File: config.mk
export PLATFORM = sky130hd
export DESIGN_NAME = johnson_phase_decoder
export DESIGN_NICKNAME = d
export VERILOG_FILES = /design/src/rtl/johnson_phase_decoder.sv
export SDC_FILE = /design/constraint.sdc
export NUM_CORES = 1
export LEC_CHECK = 0
export BUFFER_PORTS_ARGS = -buffer_cell sky130_fd_sc_hd__buf_2
export CAP_MARGIN = 20
export CORE_MARGIN = 3
export CORE_UTILIZATION = 59
export CTS_CLUSTER_DIAMETER = 60
export DETAILED_ROUTE_END_ITERATION = 7
export PLACE_DENSITY = 0.85
export SYNTH_ARGS = -nofsm -noshare
export SYNTH_HDL_FRONTEND = slang
export SYNTH_SLANG_ARGS = --single-unit
export TNS_END_PERCENT = 20
File: constraint.sdc
create_clock -name clk -period 5.1 [get_ports clk]
set_clock_uncertainty 0.1 [all_clocks]
set_input_delay 1.02 -clock clk [delete_from_list [all_inputs] [get_ports clk]]
set_output_delay 1.02 -clock clk [all_outputs]
set_load 0.005 [all_outputs]
File: src/rtl/johnson_phase_decoder.sv
// Johnson-code phase decoder: registers the counter output, decodes phase index and one-hot,
// checks legality and succession, tracks lock state, error and revolution counts.
module johnson_phase_decoder #(
    parameter int WIDTH      = 4,
    parameter int LOCK_COUNT = 4,
    parameter int ERR_W      = 8,
    parameter int REV_W      = 16
) (
    input  logic                          clk,
    input  logic                          rst,
    input  logic [WIDTH-1:0]              code_in,
    input  logic                          in_valid,
    input  logic                          err_clr,
    output logic [$clog2(2*WIDTH)-1:0]    phase_idx,
    output logic [2*WIDTH-1:0]            phase_oh,
    output logic                          out_valid,
    output logic                          illegal,
    output logic                          seq_err,
    output logic                          locked,
    output logic [ERR_W-1:0]              err_count,
    output logic [REV_W-1:0]              rev_count
);

    localparam int NPH = 2 * WIDTH;
    localparam int PW  = $clog2(NPH);
    localparam int GW  = $clog2(LOCK_COUNT + 1);

    typedef enum logic [1:0] {
        UNLOCKED,
        LOCKING,
        LOCKED
    } state_t;

    // Phase k <= WIDTH has k leading ones; later phases have 2*WIDTH-k trailing ones.
    function automatic logic [WIDTH-1:0] johnson_code(input int unsigned k);
        logic [WIDTH-1:0] ones;
        ones = '1;
        if (k <= WIDTH) johnson_code = ~(ones >> k);
        else            johnson_code = ~(ones << (NPH - k));
    endfunction

    logic [WIDTH-1:0] code_r_q, code_r_d;
    logic             hist_v_q, hist_v_d;
    logic             prev_v_q, prev_v_d;
    logic [PW-1:0]    prev_phase_q, prev_phase_d;
    logic [PW-1:0]    phase_idx_q, phase_idx_d;
    logic [NPH-1:0]   phase_oh_q, phase_oh_d;
    logic             out_valid_q, out_valid_d;
    logic             illegal_q, illegal_d;
    logic             seq_err_q, seq_err_d;
    state_t           state_q, state_d;
    logic [GW-1:0]    good_cnt_q, good_cnt_d;
    logic [ERR_W-1:0] err_count_q, err_count_d;
    logic [REV_W-1:0] rev_count_q, rev_count_d;

    logic             legal;
    logic [PW-1:0]    ph;
    logic [PW-1:0]    next_ph;
    logic             correct;

    always_comb begin
        legal = 1'b0;
        ph    = '0;
        for (int unsigned k = 0; k < NPH; k++) begin
            if (code_r_q == johnson_code(k)) begin
                legal = 1'b1;
                ph    = k[PW-1:0];
            end
        end
        next_ph = (prev_phase_q == PW'(NPH - 1)) ? '0 : prev_phase_q + 1'b1;
    end

    always_comb begin
        code_r_d     = in_valid ? code_in : code_r_q;
        hist_v_d     = in_valid;
        prev_v_d     = 1'b0;
        prev_phase_d = prev_phase_q;
        phase_idx_d  = phase_idx_q;
        phase_oh_d   = '0;
        out_valid_d  = 1'b0;
        illegal_d    = 1'b0;
        seq_err_d    = 1'b0;
        correct      = 1'b0;
        rev_count_d  = rev_count_q;
        state_d      = state_q;
        good_cnt_d   = good_cnt_q;
        err_count_d  = err_count_q;

        if (hist_v_q) begin
            if (!legal) begin
                illegal_d = 1'b1;
            end else begin
                out_valid_d  = 1'b1;
                phase_idx_d  = ph;
                phase_oh_d   = NPH'(1) << ph;
                prev_v_d     = 1'b1;
                prev_phase_d = ph;
                if (prev_v_q) begin
                    if (ph == next_ph) correct   = 1'b1;
                    else               seq_err_d = 1'b1;
                end
                if (correct && prev_phase_q == PW'(NPH - 1))
                    rev_count_d = rev_count_q + 1'b1;
            end
        end

        unique case (state_q)
            UNLOCKED: begin
                if (hist_v_q && legal) begin
                    state_d    = LOCKING;
                    good_cnt_d = '0;
                end
            end
            LOCKING: begin
                if (illegal_d || seq_err_d) begin
                    state_d = UNLOCKED;
                end else if (!hist_v_q) begin
                    good_cnt_d = '0;
                end else if (correct) begin
                    if (good_cnt_q == GW'(LOCK_COUNT - 1)) begin
                        state_d    = LOCKED;
                        good_cnt_d = '0;
                    end else begin
                        good_cnt_d = good_cnt_q + 1'b1;
                    end
                end
            end
            LOCKED: begin
                if (illegal_d || seq_err_d) state_d = UNLOCKED;
            end
            default: state_d = UNLOCKED;
        endcase

        if (err_clr)
            err_count_d = '0;
        else if ((illegal_d || seq_err_d) && err_count_q != '1)
            err_count_d = err_count_q + 1'b1;
    end

    always_ff @(posedge clk) begin
        if (rst) begin
            code_r_q     <= '0;
            hist_v_q     <= 1'b0;
            prev_v_q     <= 1'b0;
            prev_phase_q <= '0;
            phase_idx_q  <= '0;
            phase_oh_q   <= '0;
            out_valid_q  <= 1'b0;
            illegal_q    <= 1'b0;
            seq_err_q    <= 1'b0;
            state_q      <= UNLOCKED;
            good_cnt_q   <= '0;
            err_count_q  <= '0;
            rev_count_q  <= '0;
        end else begin
            code_r_q     <= code_r_d;
            hist_v_q     <= hist_v_d;
            prev_v_q     <= prev_v_d;
            prev_phase_q <= prev_phase_d;
            phase_idx_q  <= phase_idx_d;
            phase_oh_q   <= phase_oh_d;
            out_valid_q  <= out_valid_d;
            illegal_q    <= illegal_d;
            seq_err_q    <= seq_err_d;
            state_q      <= state_d;
            good_cnt_q   <= good_cnt_d;
            err_count_q  <= err_count_d;
            rev_count_q  <= rev_count_d;
        end
    end

    assign phase_idx = phase_idx_q;
    assign phase_oh  = phase_oh_q;
    assign out_valid = out_valid_q;
    assign illegal   = illegal_q;
    assign seq_err   = seq_err_q;
    assign locked    = (state_q == LOCKED);
    assign err_count = err_count_q;
    assign rev_count = rev_count_q;

endmodule
==> metrics.yaml, run 1 <==
fin_setup_tns_ns: 0
syn_to_final_growth_pct: 13.7
grt_overflow: 0
ys_seq_area_frac: 0.408
root_buffer: "clkbuf_8"
ir_worst_vdd_mv: 0.224
crit_type: "register to register"
sw_frac_of_total: 0.229
clkPwrFrac: 0.403
cts_buffers: 5
antenna_left: 0
async_flop_share: 0
postCtsHoldBufs: 0
worst-path-max-fanout: 13
cts_max_path_buffers: 2
p_seq_frac: 0.523
worstSkewPairLatency_ns: 0.31
combPwrFrac: 0.074
ys_ff_latch: 48
rows: 22
wl_mm: 4.98
drcViolationCount: 0
drt-vias-per-instance: 5.86
fin_ws_ns: 2.27
leakagePower_nw: 1.09
start_kind: "register"
synth.most_common_cell: "dfxtp_1"
max_slew_margin: 0.618
critPathArrivalTime_ns: 2.97
yosysWarnings: 0
pin_count: 47
wl_met3_microns: 349
layout-drive-gt1-share: 0.210
gp_congestion: 0.870
synth.distinct_cells: 48
dieHeight_microns: 69.2
slowest_delay_ns: 0.59
drt_pre_antenna_iters: 4
setup_violations: 0
avgSynthCellArea_sq_um: 8.66
pwr_density_cell_nw_per_um2: 278
track_usage: 0.216
post-route-period-util: 0.556
synth_common_cells: "48 x dfxtp_1, 31 x nor2_1, 22 x nand3_1, 17 x a21oi_1, 13 x nand2_1"
placedCellCount: 353
worstPathCellList: "nor3b_1 > nor3_1 > nand4b_1 > or2_4 > or4_1 > a21oi_1"
grt_pass1_vias: 1863
max_freq_mhz: 353
m1WireLength_mm: 2.41
syn-num-nets: 285
num_antenna_cells: 0
antenna_found_initial: 0
worstPathRequired_ns: 5.24
wl_met2_mm: 2.16
highest_layer: "met4"
wl_per_cell_microns: 13.8
cts_setup_buffers: 0
grt_max_degree: 32
cts_max_level: 2
rsz0062_at_grt: "false"
tightest_slew_ns: 0.573
slew_viol_final: 0
port_buffers: 46
dp_hpwl_mm: 3.59
yosys-top-cells-area: "dfxtp_1 41%, nor2_1 4.9%, nand3_1 4.7%, a21oi_1 3.6%, mux2i_1 3.4%"
dieWidth_microns: 69.2
hp-class: "register to register"
endpoint_kind: "register"
hold_ws_ns: 0.380
grt_first_pass_wirelength_mm: 8.65
synth_ff_type: "dfxtp_1"
cpMaxStageDelayCell: "dfxtp_1"
drt_iter0_markers: 177
final_cells: 362
p_int_w: 0.000573
cts.sinks: 48
cap_viol_max_count: 0
num_vias: 2120
outcome: "finished, final reports clean"
synth-edff-count: 0
die_area_sq_um: 4790
initial_core_util: 0.629
period_minus_slack_ns: 2.83
path_clk_slew_ns: 0.09
synthesis.area_sq_um: 2360
synth_top_area_cell: "dfxtp_1"
finalHoldViolCount: 0
synth_cells: 272
cts_resized: 0
core_area_sq_um: 3740
synth_top_area_share: 0.408
p_sw_w: 0.000170
finalNetCount: 326
place_ws_ns: 2.01
cts_tree: "yes"
[per-layer routing]
layer,vias up,track usage
met5,-,0
li1,1066,-
met2,77,0.323
met4,0,0.0694
met3,7,0.0565
met1,970,0.303
[final timing paths]
| check | from | endpoint | slack, ns | cells after the start |
|---|---|---|---|---|
| worst max-delay path | code_r_q[0]$_SDFFE_PP0P_ | rev_count[6]$_SDFFE_PP0P_ | 2.27 | 6 |
| worst min-delay path | good_cnt_q[1]$_SDFFE_PP0P_ | good_cnt_q[1]$_SDFFE_PP0P_ | 0.38 | 2 |
| worst max register to register | code_r_q[0]$_SDFFE_PP0P_ | rev_count[6]$_SDFFE_PP0P_ | 2.27 | 6 |
| worst min register to register | good_cnt_q[1]$_SDFFE_PP0P_ | good_cnt_q[1]$_SDFFE_PP0P_ | 0.38 | 2 |
[per-stage QoR]
step,utilization,cell area (sq um),total power [W]
detailed placement,0.680,2550,0.000451
CTS,0.714,2670,0.000747
finish,0.716,2680,0.000744
global placement,0.680,2550,0.000450
global route,0.716,2680,0.000772
floorplan,-,2360,0.000442
[cells by family (layout without fill, tap and decap cells)]
logic type / count (synthesis) / in the layout / share of synthesized area
AND/OR/NAND/NOR: 128 / 128 / 0.287
adder cells (fa/ha/maj): 5 / 5 / 0.0266
XOR/XNOR: 13 / 13 / 0.0483
buffers and inverters: 21 / 63 / 0.0547
flip-flops: 48 / 48 / 0.408
AO/OA/AOI/OAI: 49 / 49 / 0.141
multiplexers: 8 / 8 / 0.0340
[final cells by class]
class,instances,area (sq um)
fill,314,1060
clock buffer,7,96.3
multi-input combinational,203,1270
clock inverter,1,30.0
timing repair buffer,47,235
tap,48,60.1
inverter,8,30.0
sequential,48,961
[worst max-delay path: cells and delay by family, from the launching register on]
family | cells | cell delay, ns
AND/OR/NAND/NOR | 5 | 1.92
flip-flops | 1 | 0.59
AO/OA/AOI/OAI | 1 | 0.17
[layout by cell type (no fill, tap or decap), types with 8 or more instances in the layout]
cell type,instances
or4_1,8
mux2i_1,8
dfxtp_1,48
nand3_1,22
o31ai_1,8
inv_1,8
nor3_1,12
a21oi_1,17
buf_2,47
nand2_1,13
xnor2_1,9
nor2_1,31
[state kept, by name, summed over array words and instances (netlist names)]
signal,flops
code_r_q,4
out_valid,1
illegal,1
state_q,2
phase_idx,3
good_cnt_q,3
err_count,8
phase_oh,8
rev_count,16
seq_err,1
hist_v_q,1
[power groups by stage]
stage                     sequential (W)  clock (W)  combinational (W)
after CTS                       0.000389   0.000304          0.0000541
after global placement          0.000397          0          0.0000528
after global routing            0.000390   0.000320          0.0000618
after detailed placement        0.000398          0          0.0000536
after floorplan                 0.000393          0          0.0000496
final                           0.000389   0.000300          0.0000548
Power figures use the tool's default switching activity.
==> inputs of run 2 (changes only) <==
Settings changed: CORE_UTILIZATION 59 to 49, PLACE_DENSITY 0.85 to 0.75.
Clock period 5.1 ns to 2.5 ns, I/O delays scaled along.
==> metrics.yaml, run 2 (synthesis results as in run 1) <==
outcome: "finished, final reports clean"  # unchanged
start_kind: "register"  # unchanged
max_slew_margin: 0.626  # was 0.618
pin_count: 47  # unchanged
leakagePower_nw: 1.12  # was 1.09 nW
critPathArrivalTime_ns: 2.50  # was 2.97 ns
layout-drive-gt1-share: 0.260  # was 0.210
cp-endpoint: "rev_count[8]$_SDFFE_PP0P_"  # was rev_count[6]$_SDFFE_PP0P_
cts_max_path_buffers: 2  # unchanged
slew_viol_final: 0  # unchanged
track_usage: 0.184  # was 0.216
post-route-period-util: 0.950  # was 0.556
largest_reg_flops: 16  # unchanged
grt_max_degree: 32  # unchanged
drt-vias-per-instance: 5.66  # was 5.86
root_buffer: "clkbuf_8"  # unchanged
cts_tree: "yes"  # unchanged
rsz0062_at_grt: "true"  # was false
wl_per_cell_microns: 13.1  # was 13.8 microns
port_buffers: 46  # unchanged
drcViolationCount: 0  # unchanged
num_vias: 2121  # was 2,120
grt_pass1_vias: 1877  # was 1,863
finalHoldViolCount: 0  # unchanged
cts_setup_buffers: 0  # unchanged
grt_first_pass_wirelength_mm: 8.16  # was 8.65 mm
dpl_cell_area_sq_um: 2650  # was 2550 sq um
dieWidth_microns: 75.3  # was 69.2 microns
rows: 24  # was 22
grt_overflow: 0  # unchanged
antenna_found_initial: 0  # unchanged
cts_max_level: 2  # unchanged
period_minus_slack_ns: 2.37  # was 2.83 ns
crit-reg2reg-launch: "phase_idx[1]$_SDFFE_PP0P_"  # was code_r_q[0]$_SDFFE_PP0P_
worst-path-max-fanout: 12  # was 13
r2r_end: "rev_count[8]$_SDFFE_PP0P_"  # was rev_count[6]$_SDFFE_PP0P_
reg2reg_slack_ns: 0.13  # was 2.27 ns
final_cell_mix: "46 x buf_2, 45 x dfxtp_1, 31 x nor2_1"  # was 48 x dfxtp_1, 47 x buf_2, 31 x nor2_1
drt_iter0_markers: 130  # was 177
pwr_density_cell_nw_per_um2: 507  # was 278 nW/um^2
initial_core_util: 0.523  # was 0.629
cp-startpoint: "phase_idx[1]$_SDFFE_PP0P_"  # was code_r_q[0]$_SDFFE_PP0P_
ff2ff_path_depth: 8  # was 6
gp_congestion: 0.778  # was 0.870
die_area_sq_um: 5680  # was 4790 sq um
finalNetCount: 335  # was 326
tightest_slew_ns: 0.561  # was 0.573 ns
finalInstanceArea_sq_um: 2760  # was 2680 sq um
cap_viol_max_count: 0  # unchanged
dieHeight_microns: 75.3  # was 69.2 microns
ir_worst_vdd_mv: 0.409  # was 0.224 mV
core_area_sq_um: 4500  # was 3740 sq um
syn_to_final_growth_pct: 17.0  # was 13.7%
cts.sinks: 48  # unchanged
num_antenna_cells: 0  # unchanged
crit_type: "register to register"  # unchanged
worstSkewPairLatency_ns: 0.30  # was 0.31 ns
drt_pre_antenna_iters: 4  # unchanged
path_clk_slew_ns: 0.09  # about the same
setup_violations: 0  # unchanged
cts_buffers: 5  # unchanged
worstPathRequired_ns: 2.62  # was 5.24 ns
endpoint_kind: "register"  # unchanged
wl_mm: 4.93  # was 4.98 mm
p_total_w: 0.00140  # was 0.000744 W
dp_hpwl_mm: 3.59  # about the same
max_freq_mhz: 421  # was 353 MHz
hp-class: "input pin to register"  # was register to register
final_common_cell: "buf_2"  # was dfxtp_1
antenna_left: 0  # unchanged
## run 2: cell types whose count changed in the layout (fill, tap and decap cells not counted), moves of 2 or more
cell	previous run	this run
buf_4	0	10
clkinv_2	0	2
dfxtp_1	48	45
dfxtp_2	0	3
ha_1	5	3
## run 2: worst max-delay path, stage by stage, from the launching register on
cell and delay, ns:
dfxtp_2 0.34, ha_2 0.18, ha_4 0.29, nand3_1 0.08
a211oi_2 0.17, o221ai_2 0.14, or2_4 0.33, or4_1 0.52
a21oi_1 0.15
## run 2: report_power, final
| part | leakage [nW] | total, W | switching, W | internal (W) |
|---|---|---|---|---|
| Clock | 0.0510 | 0.000469 | 0.000248 | 0.000221 |
| Combinational | 0.677 | 0.000138 | 0.0000785 | 0.0000590 |
| Sequential | 0.389 | 0.000792 | 0.0000168 | 0.000775 |
| Total | 1.12 | 0.00140 | 0.000343 | 0.00105 |
## run 2: per-stage QoR
stage	setup TNS, ns	std cells	hold WS, ns	utilization	setup slack, ns
floorplan	0	272	0.342	-	0.0496
global placement	0	367	0.353	0.587	0.172
detailed placement	0	367	0.362	0.587	0.105
CTS	0	375	0.336	0.608	0.0769
global route	-0.0198	375	0.339	0.612	-0.0189
finish	0	375	0.341	0.612	0.125
## run 2: routing by layer
layer	GRT usage	share of wire	vias to the layer above
li1	-	-	1085
met1	0.246	0.47	972
met2	0.292	0.46	55
met3	0.0396	0.047	9
met4	0.0680	0.016	0
met5	0	0	-
## run 2: how the worst min path moves through the flow
stage / start / endpoint / slack, ns / depth (start not counted)
2_1_floorplan: good_cnt_q[1]$_SDFFE_PP0P_ / good_cnt_q[1]$_SDFFE_PP0P_ / 0.34 / 2
3_3_place_gp: good_cnt_q[1]$_SDFFE_PP0P_ / good_cnt_q[1]$_SDFFE_PP0P_ / 0.35 / 2
3_5_place_dp: good_cnt_q[1]$_SDFFE_PP0P_ / good_cnt_q[1]$_SDFFE_PP0P_ / 0.36 / 2
4_1_cts: code_in[1] / code_r_q[1]$_SDFFE_PP0P_ / 0.34 / 3
5_1_grt: code_in[1] / code_r_q[1]$_SDFFE_PP0P_ / 0.34 / 3
6_report: code_in[1] / code_r_q[1]$_SDFFE_PP0P_ / 0.34 / 3
## run 2: cell type report
cell class	instances	area (sq um)
well taps	52	65.1
clock buffers	6	82.6
multi-input cells	203	1300
fillers	393	1750
repair buffers	56	305
inverters	8	30.0
flip-flops and latches	48	965
clock inverters	2	10.0
## run 2: timing repair
| item | in CTS | in global routing |
|---|---|---|
| setup endpoints to repair | 0 | 11 |
| resized for setup | 0 | 7 |
| hold buffers | 0 | 0 |
==> inputs of run 3 (changes only) <==
Settings changed: ABC_AREA set to 1, CAP_MARGIN 20 to 40.
==> metrics.yaml, run 3 <==
outcome: "finished, final reports clean"  # unchanged
track_usage: 0.192  # was 0.184
drt-vias-per-instance: 5.25  # was 5.66
ys_ff_latch: 48  # unchanged
cp-startpoint: "phase_idx[0]$_SDFFE_PP0P_"  # was phase_idx[1]$_SDFFE_PP0P_
ir_worst_vdd_mv: 0.263  # was 0.409 mV
fin_ws_ns: 0.337  # was 0.125 ns
root_buffer: "clkbuf_8"  # unchanged
final_common_cell: "nand2_1"  # was buf_2
grt_first_pass_wirelength_mm: 8.58  # was 8.16 mm
grt_use_met1: 0.264  # was 0.246
reg2reg_slack_ns: 0.34  # was 0.13 ns
cap_viol_max_count: 0  # unchanged
layout-drive-gt1-share: 0.185  # was 0.260
dp_hpwl_mm: 3.80  # was 3.59 mm
initial_core_util: 0.524  # was 0.523
leakagePower_nw: 1.20  # was 1.12 nW
path_clk_slew_ns: 0.08  # was 0.09 ns
grt_pass1_vias: 1993  # was 1,877
max_slew_margin: 0.673  # was 0.626
num_vias: 2226  # was 2,121
worstSkewPairLatency_ns: 0.29  # was 0.30 ns
dpl_cell_area_sq_um: 2630  # was 2650 sq um
syn-num-nets: 336  # was 285
worst-path-max-fanout: 13  # was 12
drt_pre_antenna_iters: 4  # unchanged
cts.sinks: 48  # unchanged
yosysWarnings: 0  # unchanged
wl_mm: 5.05  # was 4.93 mm
crit_type: "register to register"  # unchanged
grt_use_met3: 0.0317  # was 0.0396
fin_setup_tns_ns: 0  # unchanged
period_minus_slack_ns: 2.16  # was 2.37 ns
rsz0062_at_grt: "false"  # was true
post-route-period-util: 0.865  # was 0.950
pwr_density_cell_nw_per_um2: 549  # was 507 nW/um^2
synth-edff-count: 0  # unchanged
final_cell_mix: "59 x nand2_1, 48 x dfxtp_1, 46 x buf_2"  # was 46 x buf_2, 45 x dfxtp_1, 31 x nor2_1
finalNetCount: 384  # was 335
ff2ff_path_depth: 12  # was 8
crit-reg2reg-launch: "phase_idx[0]$_SDFFE_PP0P_"  # was phase_idx[1]$_SDFFE_PP0P_
cts_max_level: 2  # unchanged
slew_viol_final: 0  # unchanged
rows: 24  # unchanged
synth.distinct_cells: 30  # was 48
synthesis.area_sq_um: 2360  # about the same
grt_overflow: 0  # unchanged
use_met2: 0.310  # was 0.292
synth_common_cells: "59 x nand2_1, 48 x dfxtp_1, 34 x inv_1, 33 x nor2_1"  # was 48 x dfxtp_1, 31 x nor2_1, 22 x nand3_1, 17 x a21oi_1, 13 x nand2_1
cp-endpoint: "rev_count[4]$_SDFFE_PP0P_"  # was rev_count[8]$_SDFFE_PP0P_
synth_ff_type: "dfxtp_1"  # unchanged
ys_seq_area_frac: 0.407  # was 0.408
cts_max_path_buffers: 2  # unchanged
cts_buffers: 5  # unchanged
postCtsHoldBufs: 0  # unchanged
gp_congestion: 0.888  # was 0.778
grt_max_degree: 22  # was 32
r2r_end: "rev_count[4]$_SDFFE_PP0P_"  # was rev_count[8]$_SDFFE_PP0P_
async_flop_share: 0  # unchanged
dieHeight_microns: 75.4  # was 75.3 microns
wl_per_cell_microns: 11.9  # was 13.1 microns
hp-class: "register to register"  # was input pin to register
drcViolationCount: 0  # unchanged
finalInstanceArea_sq_um: 2720  # was 2760 sq um
place_ws_ns: 0.349  # was 0.105 ns
num_antenna_cells: 0  # unchanged
core_area_sq_um: 4500  # unchanged
avgSynthCellArea_sq_um: 7.31  # was 8.66 sq um
synth.most_common_cell: "nand2_1"  # was dfxtp_1
endpoint_kind: "register"  # unchanged
critPathArrivalTime_ns: 2.26  # was 2.50 ns
cts_setup_buffers: 0  # unchanged
dieWidth_microns: 75.4  # was 75.3 microns
top_usage_layer: "met2"  # unchanged
max_freq_mhz: 462  # was 421 MHz
tightest_slew_ns: 0.490  # was 0.561 ns
finalHoldViolCount: 0  # unchanged
antenna_found_initial: 0  # unchanged
largest_reg_flops: 16  # unchanged
syn_to_final_growth_pct: 15.4  # was 17.0%
hold_ws_ns: 0.373  # was 0.341 ns
drt_iter0_markers: 141  # was 130
pin_count: 47  # unchanged
start_kind: "register"  # unchanged
worstPathRequired_ns: 2.59  # was 2.62 ns
yosys-top-cells-area: "dfxtp_1 41%, nand2_1 9.4%, a21oi_1 5.9%, nand3_1 5.9%, inv_1 5.4%"  # was dfxtp_1 41%, nor2_1 4.9%, nand3_1 4.7%, a21oi_1 3.6%, mux2i_1 3.4%
synth_top_area_cell: "dfxtp_1"  # unchanged
port_buffers: 46  # unchanged
antenna_left: 0  # unchanged
p_total_w: 0.00150  # was 0.00140 W
die_area_sq_um: 5680  # about the same
synth_cells: 323  # was 272
setup_violations: 0  # unchanged
cts_tree: "yes"  # unchanged
synth_top_area_share: 0.407  # was 0.408
cts_resized: 0  # unchanged
## run 3: cell types whose count changed in the layout (fill, tap and decap cells not counted), sizes merged, moves of 6 or more
cell    previous run  this run
nand4              3        17
o31ai              8         0
or4                9         0
a21oi             18        28
o21ai              7        15
buf               56        48
inv                8        38
nand2b             6         0
mux2i              8         0
and3               7         0
nand2             14        64
nand3             22        30
nor2b              6         0
## run 3: metal layers
metal | part of all wire | wire length (microns) | up-vias
li1 | - | - | 1168
met1 | 0.47 | 2400 | 999
met2 | 0.46 | 2330 | 50
met3 | 0.048 | 242 | 9
met4 | 0.016 | 82 | 0
met5 | 0 | 0 | -
## run 3: logic make-up after synthesis
kind of cell,after synthesis,synth area share
AND/OR/NAND/NOR,164,0.335
buffers and inverters,45,0.0758
adder cells (fa/ha/maj),5,0.0265
XOR/XNOR,14,0.0520
AO/OA/AOI/OAI,47,0.104
flip-flops,48,0.407
## run 3: final cells by class
cell class / count / area, sq um
clock buffer: 8 / 90.1
fill: 441 / 1780
inverter: 38 / 143
multi-input combinational: 230 / 1220
sequential: 48 / 961
tap: 52 / 65.1
timing repair buffer: 48 / 245
## run 3: stage by stage
| stage | util | cells |
|---|---|---|
| global route | 0.605 | 424 |
| finish | 0.605 | 424 |
| CTS | 0.605 | 424 |
| detailed placement | 0.585 | 416 |
| floorplan | - | 323 |
| global placement | 0.585 | 416 |
## run 3: worst min-delay path by stage
| stage | startpoint | endpoint | slack [ns] | cells past startpoint |
|---|---|---|---|---|
| 6_report | good_cnt_q[1]$_SDFFE_PP0P_ | good_cnt_q[1]$_SDFFE_PP0P_ | 0.37 | 2 |
| 5_1_grt | code_in[1] | code_r_q[1]$_SDFFE_PP0P_ | 0.39 | 3 |
| 3_5_place_dp | good_cnt_q[1]$_SDFFE_PP0P_ | good_cnt_q[1]$_SDFFE_PP0P_ | 0.36 | 2 |
| 2_1_floorplan | good_cnt_q[1]$_SDFFE_PP0P_ | good_cnt_q[1]$_SDFFE_PP0P_ | 0.35 | 2 |
| 4_1_cts | good_cnt_q[1]$_SDFFE_PP0P_ | good_cnt_q[1]$_SDFFE_PP0P_ | 0.37 | 2 |
| 3_3_place_gp | good_cnt_q[1]$_SDFFE_PP0P_ | good_cnt_q[1]$_SDFFE_PP0P_ | 0.36 | 2 |
## run 3: worst max-delay path: stages (launching register included)
cell,delay (ns)
dfxtp_1,0.34
ha_1,0.21
ha_1,0.22
nor2_1,0.13
nand3_1,0.09
nand2_1,0.11
nand3_2,0.07
inv_2,0.17
nand3_2,0.10
buf_4,0.20
nor2_1,0.14
a21oi_1,0.08
o21a_1,0.11
## run 3: power breakdown
| part | internal, W | switching, W | total [W] |
|---|---|---|---|
| logic | 0.0000745 | 0.000149 | 0.000223 |
| clock network | 0.000226 | 0.000235 | 0.000460 |
| registers | 0.000788 | 0.0000256 | 0.000813 |
